===== config.mk =====
export PLATFORM = sky130hd
export DESIGN_NAME = y86_decode
export DESIGN_NICKNAME = d
export VERILOG_FILES = /design/src/rtl/y86_decode.sv
export SDC_FILE = /design/constraint.sdc
export NUM_CORES = 1
export LEC_CHECK = 0
export ABC_AREA = 1
export CORE_MARGIN = 2
export CORE_UTILIZATION = 40
export CTS_CLUSTER_SIZE = 28
export DETAILED_ROUTE_END_ITERATION = 7
export SYNTH_ARGS = -nofsm -noshare
export SYNTH_HDL_FRONTEND = slang
export SYNTH_SLANG_ARGS = --single-unit

===== constraint.sdc =====
create_clock -name clk -period 25.4 [get_ports clk]
set_clock_uncertainty 0.2 [all_clocks]
set_input_delay 3.81 -clock clk [delete_from_list [all_inputs] [get_ports clk]]
set_output_delay 3.81 -clock clk [all_outputs]
set_load 0.02 [all_outputs]

===== src/rtl/y86_decode.sv =====
// rtl/y86_decode.sv - Y86 decode stage: regfile, D/E pipeline register, pending-write scoreboard.
// Optional macro Y86_DEC_BYPASS_EN: forward a same-cycle write-back to the source operands.
module y86_decode #(
  parameter int         WORD_W = 32,
  parameter logic [7:0] RNONE  = 8'h0F
) (
  input  logic              clk,
  input  logic              rst,
  input  logic              f_valid,
  output logic              f_ready,
  input  logic [7:0]        f_icode,
  input  logic [7:0]        f_ifun,
  input  logic [7:0]        f_rA,
  input  logic [7:0]        f_rB,
  input  logic [WORD_W-1:0] f_valC,
  input  logic              e_ready,
  output logic              e_valid,
  output logic [7:0]        icode_o,
  output logic [7:0]        ifun_o,
  output logic [WORD_W-1:0] valA_o,
  output logic [WORD_W-1:0] valB_o,
  output logic [WORD_W-1:0] valC_o,
  output logic [7:0]        dstE_o,
  input  logic              wb_en,
  input  logic [7:0]        wb_dst,
  input  logic [WORD_W-1:0] wb_val,
  output logic              halted,
  output logic              err
);

  typedef enum logic {RUN, HALTED} state_t;
  state_t state_q, state_d;

  logic [WORD_W-1:0] rf [8];
  logic [7:0]        pending;

  logic [7:0]        icode_d, ifun_d, src_a, src_b, dst_d;
  logic              known;
  logic              a_ok, b_ok, wb_ok, hit_a, hit_b, haz_a, haz_b, stall, xfer;
  logic [WORD_W-1:0] op_a, op_b;
  logic [7:0]        set_mask, clr_mask;

  always_comb begin
    icode_d = f_icode;
    ifun_d  = f_ifun;
    src_a   = RNONE;
    src_b   = RNONE;
    dst_d   = RNONE;
    known   = 1'b1;
    case (f_icode)
      8'd0, 8'd1: ;
      8'd2: begin src_a = f_rA; dst_d = f_rB; end
      8'd3: dst_d = f_rB;
      8'd6: begin src_a = f_rA; src_b = f_rB; dst_d = f_rB; end
      default: begin icode_d = 8'd1; ifun_d = 8'd0; known = 1'b0; end
    endcase
  end

  assign a_ok  = src_a < 8'd8;
  assign b_ok  = src_b < 8'd8;
  assign wb_ok = wb_en && (wb_dst < 8'd8);
  assign hit_a = wb_ok && a_ok && (wb_dst[2:0] == src_a[2:0]);
  assign hit_b = wb_ok && b_ok && (wb_dst[2:0] == src_b[2:0]);

`ifdef Y86_DEC_BYPASS_EN
  // A write landing this cycle satisfies the dependency; its value is forwarded.
  assign haz_a = a_ok && pending[src_a[2:0]] && !hit_a;
  assign haz_b = b_ok && pending[src_b[2:0]] && !hit_b;
  assign op_a  = !a_ok ? '0 : (hit_a ? wb_val : rf[src_a[2:0]]);
  assign op_b  = !b_ok ? '0 : (hit_b ? wb_val : rf[src_b[2:0]]);
`else
  // Without forwarding, a same-cycle write must land in the regfile first.
  assign haz_a = a_ok && (pending[src_a[2:0]] || hit_a);
  assign haz_b = b_ok && (pending[src_b[2:0]] || hit_b);
  assign op_a  = a_ok ? rf[src_a[2:0]] : '0;
  assign op_b  = b_ok ? rf[src_b[2:0]] : '0;
`endif

  assign stall   = f_valid && (haz_a || haz_b);
  assign f_ready = !halted && !stall && (!e_valid || e_ready);
  assign xfer    = f_valid && f_ready;

  always_comb begin
    set_mask = '0;
    clr_mask = '0;
    if (xfer && dst_d < 8'd8) set_mask[dst_d[2:0]] = 1'b1;
    if (wb_ok)                clr_mask[wb_dst[2:0]] = 1'b1;
  end

  always_ff @(posedge clk or posedge rst) begin
    if (rst) begin
      pending <= '0;
      for (int i = 0; i < 8; i++) rf[i] <= '0;
    end else begin
      pending <= (pending & ~clr_mask) | set_mask;
      if (wb_ok) rf[wb_dst[2:0]] <= wb_val;
    end
  end

  always_ff @(posedge clk or posedge rst) begin
    if (rst) begin
      e_valid <= 1'b0;
      icode_o <= '0;
      ifun_o  <= '0;
      valA_o  <= '0;
      valB_o  <= '0;
      valC_o  <= '0;
      dstE_o  <= RNONE;
      err     <= 1'b0;
    end else begin
      if (xfer) begin
        e_valid <= 1'b1;
        icode_o <= icode_d;
        ifun_o  <= ifun_d;
        valA_o  <= op_a;
        valB_o  <= op_b;
        valC_o  <= f_valC;
        dstE_o  <= (dst_d < 8'd8) ? dst_d : RNONE;
        if (!known) err <= 1'b1;
      end else if (e_ready) begin
        e_valid <= 1'b0;
      end
    end
  end

  always_ff @(posedge clk or posedge rst) begin
    if (rst) state_q <= RUN;
    else     state_q <= state_d;
  end

  always_comb begin
    state_d = state_q;
    if (state_q == RUN && xfer && f_icode == 8'd0) state_d = HALTED;
  end

  always_comb begin
    halted = (state_q == HALTED);
  end

endmodule

==> impl_metrics.yaml <==
cells_and_area:
  area_growth_pct: 20.4
  n_antenna_cell: 0
  fin_nets: 2731
  fin_cells: 3270
  fillers: 4648
  final_util_pct: 48.7
  layout-drive-gt1-share_pct: 4.71
sta:
  slew_headroom_pct: 27.1
  report.final.slew_viol_count: 0
  min_period_ns: 11.69
  rsz0062_at_grt: "no"
  fin_crit_sh_pct: 46.0
  timing.final.ws_setup_ns: 13.71
  worst_slew_pin_slew_ns: 1.09
  finalHoldViolCount: 0
  setup-tns-final_ns: 0
  fmax_mhz: 85.6
  setup_viol: 0
clocking:
  clkSinkCount: 387
  htreeDepth: 2
  cts_hold_buf: 0
  ctsRootBufferMaster: "clkbuf_16"
  cts_buffers: 43
  cts_tree: "yes"
  ctsResizeCount: 0
  cts_max_path_buffers: 3
  clk_pin_slew_ns: 0.05
  clk_latency_ns: 0.57
  cts_setup_buffers: 0
setup_path:
  critPathRequiredTime_ns: 21.39
  crit_path_start_kind: "input port"
  r2r_setup_slack_ns: 22.20
  worstSetupPathType: "in2out"
  worstPathMaxFanout: 79
  r2r_start: "pending[0]$_DFF_PP0_"
  crit_path_end_kind: "output port"
  r2r_cells: 9
  arrival_ns: 7.68
  timing.rr.end: "e_valid$_DFFE_PP0P_"
power:
  power.total_mw: 1.42
  leakagePower_nw: 10.0
  p_per_area_nw_per_um2: 61.5
  max-vdd-ir-drop_mv: 0.0385
routing:
  routed_wl_um: 62500
  viasPerCell: 5.41
  drt_iter0_drc: 1669
  route.vias.total: 17678
  drc_errors: 0
  wire_per_inst_um: 19.1
  dr.pass1.iters: 5
  ant_nets: 0
floorplanning:
  dieHeight_um: 223
  start_util_pct: 40.4
  die_x_um: 223
  io_pins: 233
  die_area_um2: 49800
  core.rowCount: 80
  core_um2: 47500
place:
  gp_congestion: 0.851
  place_ws_ns: 13.76
  place_inst: 3192
  hpwl_um: 37700
  io_buffers: 232
synthesis:
  seq_area_frac_synth_pct: 50.4
  synth_seq_cells: 387
  syn-instance-count: 2501
  synth_cell_types: 34
  avgSynthCellArea_um2: 7.69
  synthesis.nets: 2610
  ys_warn_count: 0
  synth_area_um2: 19200
grt:
  gr-total-overflow: 0
  grt_pass1_vias: 17261
  grt_start_max_net_pins: 150
  grtUsageTotal_pct: 25.0
  antenna_found_initial: 0
  grt_pass1_wl_um: 98500
worst_hold_path:
  holdCritStartpoint: "dstE_o[5]$_DFFE_PP0N_"
  hold_depth: 2
  hp-class: "reg2reg"
  worstHoldEndpoint: "dstE_o[5]$_DFFE_PP0N_"
outcome:
  status: "completed"
run:
  max_cap_violations: 0
[per-stage QoR]
step	area (um2)	hold slack, ns
detailed placement	21700	0.257
CTS	23100	0.269
finish	23100	0.266
global placement	21700	0.249
floorplan	19200	0.249
global route	23100	0.290
[cell type report]
type / count / area [um2] / share of cell area, %
Clock buffer: 68 / 1290 / 5.57
Clock inverter: 10 / 111 / 0.481
Inverter: 189 / 721 / 3.11
Multi-Input combinational cell: 1744 / 8040 / 34.7
Sequential cell: 387 / 9690 / 41.9
Tap cell: 615 / 769 / 3.32
Timing Repair Buffer: 257 / 2520 / 10.9
[cell usage after synthesis]
master     count  area share [%]
nand2_1      793              15
o21ai_0      426              11
dfrtp_1      383              50
a21oi_1      195             5.1
inv_1        179             3.5
clkbuf_1     111             2.2
nand3_1       79             2.1
o211ai_1      78             3.0
nor2_1        55             1.1
o21ai_1       53             1.4
buf_2         39             1.0
nor3_1        26            0.68
buf_4         16            0.62
a211oi_1      10            0.39
inv_2          8            0.16
buf_1          7            0.14
buf_6          7            0.41
o22ai_1        6            0.20
dfstp_2        4            0.55
nand2_2        3           0.098
nand4_1        3           0.098
nor2_4         3            0.18
o2111ai_1      3            0.14
nand3_2        2            0.10
nor3_2         2            0.10
o21bai_1       2           0.078
a21boi_0       1           0.039
a221oi_1       1           0.046
clkbuf_2       1           0.026
clkinv_1       1           0.020
clkinv_2       1           0.026
nand4_4        1            0.11
nor3b_1        1           0.039
or4_1          1           0.039
[layout by cell type (no fill, tap or decap), types with 2 or more instances in the layout]
cell | netlist | routed
nand2_1 | 793 | 792
nor2_4 | 3 | 3
nor2_1 | 55 | 55
bufinv_16 | 0 | 2
clkbuf_16 | 0 | 43
o21ai_0 | 426 | 426
o22ai_1 | 6 | 6
inv_6 | 0 | 3
nand2_2 | 3 | 3
nand3_4 | 0 | 2
clkbuf_1 | 111 | 13
o211ai_1 | 78 | 78
nor3_1 | 26 | 26
a21oi_1 | 195 | 195
buf_4 | 16 | 24
dfrtp_1 | 383 | 383
nand3_2 | 2 | 7
clkdlybuf4s50_1 | 0 | 232
inv_1 | 179 | 176
o21bai_1 | 2 | 2
nand4_1 | 3 | 3
nor3_2 | 2 | 2
o2111ai_1 | 3 | 3
clkbuf_8 | 0 | 12
o21ai_1 | 53 | 53
nand3_1 | 79 | 72
dfstp_2 | 4 | 4
clkinv_2 | 1 | 8
inv_2 | 8 | 8
a211oi_1 | 10 | 10
[registers in the layout (all words and copies together) (netlist names)]
signal	cells
rf	256
valA_o	32
valB_o	32
valC_o	32
dstE_o	8
icode_o	8
ifun_o	8
pending	8
e_valid	1
err	1
halted	1
[metal layers]
metal  track usage, %  vias up  part of all wire, %
li1                 -     8491                    -
met1             34.9     8354                   45
met2             38.9      711                   44
met3             4.49      122                  7.6
met4             9.59        0                  3.0
met5                0        -                    0
[kinds of logic after synthesis]
kind of cell	synth area share, %
AO/OA/AOI/OAI	21.5
AND/OR/NAND/NOR	20.1
flip-flops	50.4
buffers and inverters	8.08
[worst max-delay path, cell delays in order]
cell	delay, ns
clkdlybuf4s50_1	0.42
buf_4	0.25
inv_1	0.39
nand3_4	0.59
buf_4	0.63
nand2_1	0.14
nand3_1	0.08
nand3_1	0.10
nand3_1	0.10
nand2_1	0.14
nand2_1	0.07
a21boi_0	0.26
clkdlybuf4s50_1	0.67
[how the worst max path moves through the flow]
stage / start / endpoint / slack, ns
6_report: f_rA[0] / f_ready / 13.71
5_1_grt: f_rA[0] / f_ready / 13.49
4_1_cts: f_rA[0] / f_ready / 13.75
3_5_place_dp: f_rA[0] / f_ready / 13.76
3_3_place_gp: f_rA[0] / f_ready / 13.80
2_1_floorplan: rst / dstE_o[4]$_DFFE_PP0N_ / 10.64
[report_power, final]
group	leakage [nW]	switching, mW	total [mW]	internal, mW
Sequential	5.28	0.0184	0.664	0.646
Combinational	4.04	0.0795	0.133	0.0537
Clock	0.693	0.257	0.625	0.368
Power figures use the tool's default switching activity.
